File: src/rtl/object_slot_scheduler.sv
// Slot scheduler for rectangle-object drawers: spawn/kill bookkeeping plus a
// one-slot-per-clock velocity step once per frame.
module object_slot_scheduler #(
  parameter int NUM_SLOTS = 4,
  parameter int SCREEN_W  = 640,
  parameter int SCREEN_H  = 480,
  parameter int OBJ_W     = 32,
  parameter int OBJ_H     = 32
) (
  input  logic                              clk,
  input  logic                              reset,
  input  logic                              startOfFrame,
  input  logic                              spawnReq,
  input  logic signed [10:0]                spawnX,
  input  logic signed [10:0]                spawnY,
  input  logic signed [3:0]                 spawnVX,
  input  logic signed [3:0]                 spawnVY,
  output logic                              spawnAck,
  output logic [$clog2(NUM_SLOTS)-1:0]      spawnSlot,
  input  logic                              killReq,
  input  logic [$clog2(NUM_SLOTS)-1:0]      killSlot,
  output logic [NUM_SLOTS-1:0]              slotEnable,
  output logic signed [NUM_SLOTS*11-1:0]    slotTopLeftX,
  output logic signed [NUM_SLOTS*11-1:0]    slotTopLeftY,
  output logic                              busy,
  output logic                              full
);

  localparam int SW = $clog2(NUM_SLOTS);

  // Off-screen limits in the 12-bit signed domain of the step arithmetic.
  localparam logic signed [11:0] LIM_L = 12'(-OBJ_W);
  localparam logic signed [11:0] LIM_T = 12'(-OBJ_H);
  localparam logic signed [11:0] LIM_R = 12'(SCREEN_W);
  localparam logic signed [11:0] LIM_B = 12'(SCREEN_H);

  typedef enum logic {IDLE, UPDATE} state_t;

  state_t                state;
  state_t                state_nx;
  logic [SW-1:0]         idx;
  logic [SW-1:0]         idx_nx;

  logic [NUM_SLOTS-1:0]  en;
  logic [NUM_SLOTS-1:0]  en_nx;
  logic signed [10:0]    pos_x    [NUM_SLOTS];
  logic signed [10:0]    pos_y    [NUM_SLOTS];
  logic signed [10:0]    pos_x_nx [NUM_SLOTS];
  logic signed [10:0]    pos_y_nx [NUM_SLOTS];
  logic signed [3:0]     vel_x    [NUM_SLOTS];
  logic signed [3:0]     vel_y    [NUM_SLOTS];
  logic signed [3:0]     vel_x_nx [NUM_SLOTS];
  logic signed [3:0]     vel_y_nx [NUM_SLOTS];

  logic                  free_found;
  logic [SW-1:0]         free_slot;
  logic                  grant;
  logic signed [11:0]    nx;
  logic signed [11:0]    ny;

  always_ff @(posedge clk) begin
    if (reset) begin
      state <= IDLE;
      idx   <= '0;
    end else begin
      state <= state_nx;
      idx   <= idx_nx;
    end
  end

  always_comb begin
    state_nx = state;
    idx_nx   = idx;
    case (state)
      IDLE: begin
        if (startOfFrame) begin
          state_nx = UPDATE;
          idx_nx   = '0;
        end
      end
      UPDATE: begin
        if (idx == SW'(NUM_SLOTS - 1)) begin
          state_nx = IDLE;
          idx_nx   = '0;
        end else begin
          idx_nx = idx + SW'(1);
        end
      end
    endcase
  end

  always_comb begin
    free_found = 1'b0;
    free_slot  = '0;
    for (int unsigned i = 0; i < NUM_SLOTS; i++) begin
      if (!en[i] && !free_found) begin
        free_found = 1'b1;
        free_slot  = SW'(i);
      end
    end
  end

  // The !spawnAck term keeps a still-held request from being granted twice.
  assign grant = (state == IDLE) && !startOfFrame && spawnReq && !full &&
                 free_found && !spawnAck;

  // Order matters: frame step, then kill (wins over the step), then spawn
  // (its slot was free beforehand, so a kill aimed at it is a no-op).
  always_comb begin
    en_nx    = en;
    pos_x_nx = pos_x;
    pos_y_nx = pos_y;
    vel_x_nx = vel_x;
    vel_y_nx = vel_y;
    nx       = '0;
    ny       = '0;

    if (state == UPDATE && en[idx]) begin
      nx = {pos_x[idx][10], pos_x[idx]} + {{8{vel_x[idx][3]}}, vel_x[idx]};
      ny = {pos_y[idx][10], pos_y[idx]} + {{8{vel_y[idx][3]}}, vel_y[idx]};
      pos_x_nx[idx] = nx[10:0];
      pos_y_nx[idx] = ny[10:0];
      if (nx <= LIM_L || nx >= LIM_R || ny <= LIM_T || ny >= LIM_B)
        en_nx[idx] = 1'b0;
    end

    if (killReq)
      en_nx[killSlot] = 1'b0;

    if (grant) begin
      en_nx[free_slot]    = 1'b1;
      pos_x_nx[free_slot] = spawnX;
      pos_y_nx[free_slot] = spawnY;
      vel_x_nx[free_slot] = spawnVX;
      vel_y_nx[free_slot] = spawnVY;
    end
  end

  always_ff @(posedge clk) begin
    if (reset) begin
      en        <= '0;
      pos_x     <= '{default: '0};
      pos_y     <= '{default: '0};
      vel_x     <= '{default: '0};
      vel_y     <= '{default: '0};
      spawnAck  <= 1'b0;
      spawnSlot <= '0;
      full      <= 1'b0;
    end else begin
      en        <= en_nx;
      pos_x     <= pos_x_nx;
      pos_y     <= pos_y_nx;
      vel_x     <= vel_x_nx;
      vel_y     <= vel_y_nx;
      spawnAck  <= grant;
      spawnSlot <= grant ? free_slot : '0;
      full      <= &en_nx;
    end
  end

  assign slotEnable = en;
  assign busy       = (state == UPDATE);

  always_comb begin
    slotTopLeftX = '0;
    slotTopLeftY = '0;
    for (int unsigned i = 0; i < NUM_SLOTS; i++) begin
      slotTopLeftX[11*i +: 11] = pos_x[i];
      slotTopLeftY[11*i +: 11] = pos_y[i];
    end
  end

endmodule
File: config.mk
export PLATFORM = sky130hd
export DESIGN_NAME = object_slot_scheduler
export DESIGN_NICKNAME = d
export VERILOG_FILES = /design/src/rtl/object_slot_scheduler.sv
export SDC_FILE = /design/constraint.sdc
export NUM_CORES = 1
export LEC_CHECK = 0
export ABC_AREA = 1
export CORE_MARGIN = 4
export CORE_UTILIZATION = 40
export CTS_CLUSTER_SIZE = 8
export DETAILED_ROUTE_END_ITERATION = 10
export PLACE_DENSITY = 0.73
export SLEW_MARGIN = 10
export SYNTH_ARGS = -nofsm -noshare
export SYNTH_HDL_FRONTEND = slang
export SYNTH_SLANG_ARGS = --single-unit
export TNS_END_PERCENT = 100
File: constraint.sdc
create_clock -name clk -period 3 [get_ports clk]
set_clock_uncertainty 0.05 [all_clocks]
set_input_delay 0.6 -clock clk [delete_from_list [all_inputs] [get_ports clk]]
set_output_delay 0.6 -clock clk [all_outputs]
set_load 0.005 [all_outputs]
==> summary.txt <==
Timing
  • Fin crit share: 99.77%
  • Final Hold Fails: 0
  • Slew Limit Headroom: 19.19%
  • RSZ-0062 raised after global routing: true
  • Tightest Pin Transition: 1.211 ns
  • Min Hold Slack: 0.4343 ns
  • Worst Slack Setup Final: 0.006997 ns
  • Final Setup Violations: 0
  • Max Slew Vio Count: 0
  • Maximum clock frequency: 334.1 MHz
  • Post-layout min period: 2.993 ns

Detailed routing
  • Routed wire length: 29.06 mm
  • DRC Markers: 0
  • Vias: 9134
  • Antenna-violating nets left: 0
  • First-iteration detailed-routing DRC count: 910
  • WL per Instance: 17.69 um
  • DRT Pass-1 Iters: 7
  • Vias per Instance: 5.559

Synthesis
  • Yosys cell types: 36
  • XOR/XNOR Fraction of Synth Area: 0.3356%
  • Post-synth ARST share: 0%
  • Ys Warns: 0
  • Number of synthesized flops with an enable pin: 0
  • Largest area contributor in the netlist: dfxtp_1
  • Share of synthesized area spent on multiplexers: 0%
  • Most common cell in the synthesized netlist: nand2_1
  • Cells after synthesis: 1205
  • Post-Synth Adder-Cell Area: 4.667%
  • Synth area leaders: dfxtp_1 (33%), o21ai_0 (14%), nand2_1 (12%)
  • Mapped Area: 7829 um^2
  • Most instantiated cells after synthesis: nand2_1 (240), o21ai_0 (219), nor2_1 (153)
  • Top-area cell type share of the netlist area: 33.50%
  • Post-synthesis compound-gate area fraction: 27.55%
  • Main combinational cell family by area after synthesis: compound AO/OA/AOI/OAI gates
  • Post-synthesis sequential area ratio: 33.50%
  • Post-Syn Nets: 1270
  • Synthesized flop and latch total: 131
  • Avg Cell Area, Syn: 6.497 um^2
  • Synth Flop Type: dfxtp_1
  • Synth Area in Simple Gates: 24.45%

Worst hold path
  • Min-delay src: vel_y[5]
  • Hold WC Path Type: register to register
  • Hold path endpoint: vel_y[5]
  • Hold path cells: 2

Setup path
  • Critical path fanouts, max: 5
  • CP Data Arrival Time: 3.31 ns
  • CP required: 3.32 ns
  • CP Capture Type: register
  • Worst reg2reg path endpoint: full
  • Critical Setup Path Class: register to register
  • R2R cell count: 22
  • Reg-to-reg slack, setup: 0.007 ns
  • CP startpoint kind: register
  • R2r startpoint: idx[1]

Clock tree
  • TritonCTS clock tree: yes
  • CTS clk-pin slew, worst paths: 0.06 ns
  • Hold_buf cts: 0
  • Clk_lat worst skew: 0.43 ns
  • Clock root cell: clkbuf_16
  • CTS buffer count: 17
  • CTS H-tree lvls: 4
  • Clk buf depth: 2
  • # clock sinks: 131

Cells and area
  • Design area: 11120 um^2
  • Share of layout cells above drive strength 1: 17.79%
  • P&R area growth vs syn: 42.10%
  • Nets@finish: 1436
  • ANT cells: 0

Outcome
  • Status: finished clean

Global routing
  • Vias in the first global route: 8297
  • Pin count of the biggest net entering global routing: 118
  • Initial antenna violation count: 0
  • First-pass GRT wire length: 44.63 mm
  • Total grt overflow: 0
  • GRT Total Usage: 25.37%

Placed design
  • Hpwl dp: 19.31 mm
  • Pre-CTS setup slack: -0.06969 ns
  • PortBufs: 133
  • Routability Congestion: 0.9308
  • Dpl cell area: 9784 um^2

Pwr
  • Power share of the combinational group: 30.9%
  • Psw: 1.936 mW
  • Overall power: 6.079 mW
  • Max VDD drop: 0.4380 mV
  • Int Power: 4.142 mW
  • Clock power frac: 38.8%
  • Leak pwr: 4.806 nW
  • Sw Share: 31.86%
  • Pwr/cell area: 546.4 nW/um^2
  • Part of the power in registers: 30.3%

Floorplanning
  • I/O pin total: 134
  • Die Width: 147.9 um
  • Core Area: 18960 um^2
  • Total Die Area: 21870 um^2
  • Die Y: 147.9 um
  • Cell Rows: 50
  • Initial Utilization: 41.30%

Job
  • Max Cap Viol: 0
power by group through the flow:
stage / clock, mW / sequential, mW / combinational (mW)
4_1_cts: 2.36 / 1.84 / 1.60
3_3_place_gp: 0 / 1.88 / 1.51
3_5_place_dp: 0 / 1.88 / 1.52
6_report: 2.36 / 1.84 / 1.88
5_1_grt: 2.43 / 1.85 / 2.05
2_1_floorplan: 0 / 1.86 / 0.872
registers in the layout, indices dropped and copies added, names as in the netlist:
name,flops
idx,2
slotTopLeftX,44
full,1
spawnAck,1
spawnSlot,2
vel_y,16
vel_x,16
slotTopLeftY,44
busy,1
slotEnable,4
cell type report:
class	count	area, um^2
clock buffers	19	452.9
flip-flops and latches	131	2630
well taps	260	325.3
fillers	1679	7831
repair buffers	216	2113
multi-input cells	891	4962
clock inverters	12	203.9
inverters	114	436.7
layer usage:
layer,vias up,global-route usage (%),share of wire [%],routed length (um)
met5,-,0,0,0
met4,0,8.591,2.2,647
met3,55,5.028,9.8,2850
met2,521,38.75,45,12940
met1,4193,35.91,43,12630
li1,4365,-,-,-
per-stage QoR:
| step | TNS, ns | std cells | util, % |
|---|---|---|---|
| 3_3_place_gp | -0.005258 | 1595 | 51.62 |
| 4_1_cts | 0 | 1634 | 55.78 |
| 6_report | 0 | 1643 | 58.69 |
| 5_1_grt | -0.3348 | 1643 | 58.69 |
| 2_1_floorplan | 0 | 1205 | - |
| 3_5_place_dp | -0.1008 | 1595 | 51.62 |
cells by family after synthesis:
logic type	Yosys count
buffers and inverters	183
adder cells (fa/ha/maj)	28
AND/OR/NAND/NOR	461
flip-flops	131
AO/OA/AOI/OAI	399
XOR/XNOR	3
cell usage in the layout (no fill, tap or decap), types with 28 or more instances in the layout:
master and instances:
a21oi_1 83, buf_4 64, clkdlybuf4s50_1 133, dfxtp_1 129, inv_1 102, nand2_1 205, nand2_2 40, nand3_1 28
nor2_1 145, o21ai_0 208, o21bai_1 28
critical path, stage by stage, from the launching register on:
cell and delay, ns:
dfxtp_4 0.38, clkinvlp_4 0.16, buf_6 0.16, buf_6 0.11, o21ai_2 0.05, o22ai_2 0.09, ha_2 0.20, fa_2 0.38
nand2_1 0.08, nand2_2 0.08, nand3_1 0.10, nand2_2 0.10, nand3_1 0.12, nand2_1 0.06, nor2_1 0.13, nand4_1 0.11
nand2_2 0.10, nand2_4 0.07, nand2_2 0.08, nand2_2 0.07, nand2_2 0.06, nand3_2 0.08, nor2_2 0.09
timing repair:
action / CTS / global route
gates cloned: 0 / 1
resized for setup: 13 / 123
buffers inserted: 8 / 8
pin swaps: 2 / 41
hold endpoints to repair: 0 / 0
endpoints found under the setup margin: 3 / 9
how the worst max path moves through the flow:
stage	startpoint	endpoint	slack, ns	cells past startpoint
global route	idx[1]	full	-0.14	23
global placement	idx[1]	full	-0.005	20
floorplan	idx[0]	full	0.05	21
CTS	idx[1]	full	0.008	23
finish	idx[1]	full	0.007	22
detailed placement	idx[1]	full	-0.07	20
Power figures use the tool's default switching activity.
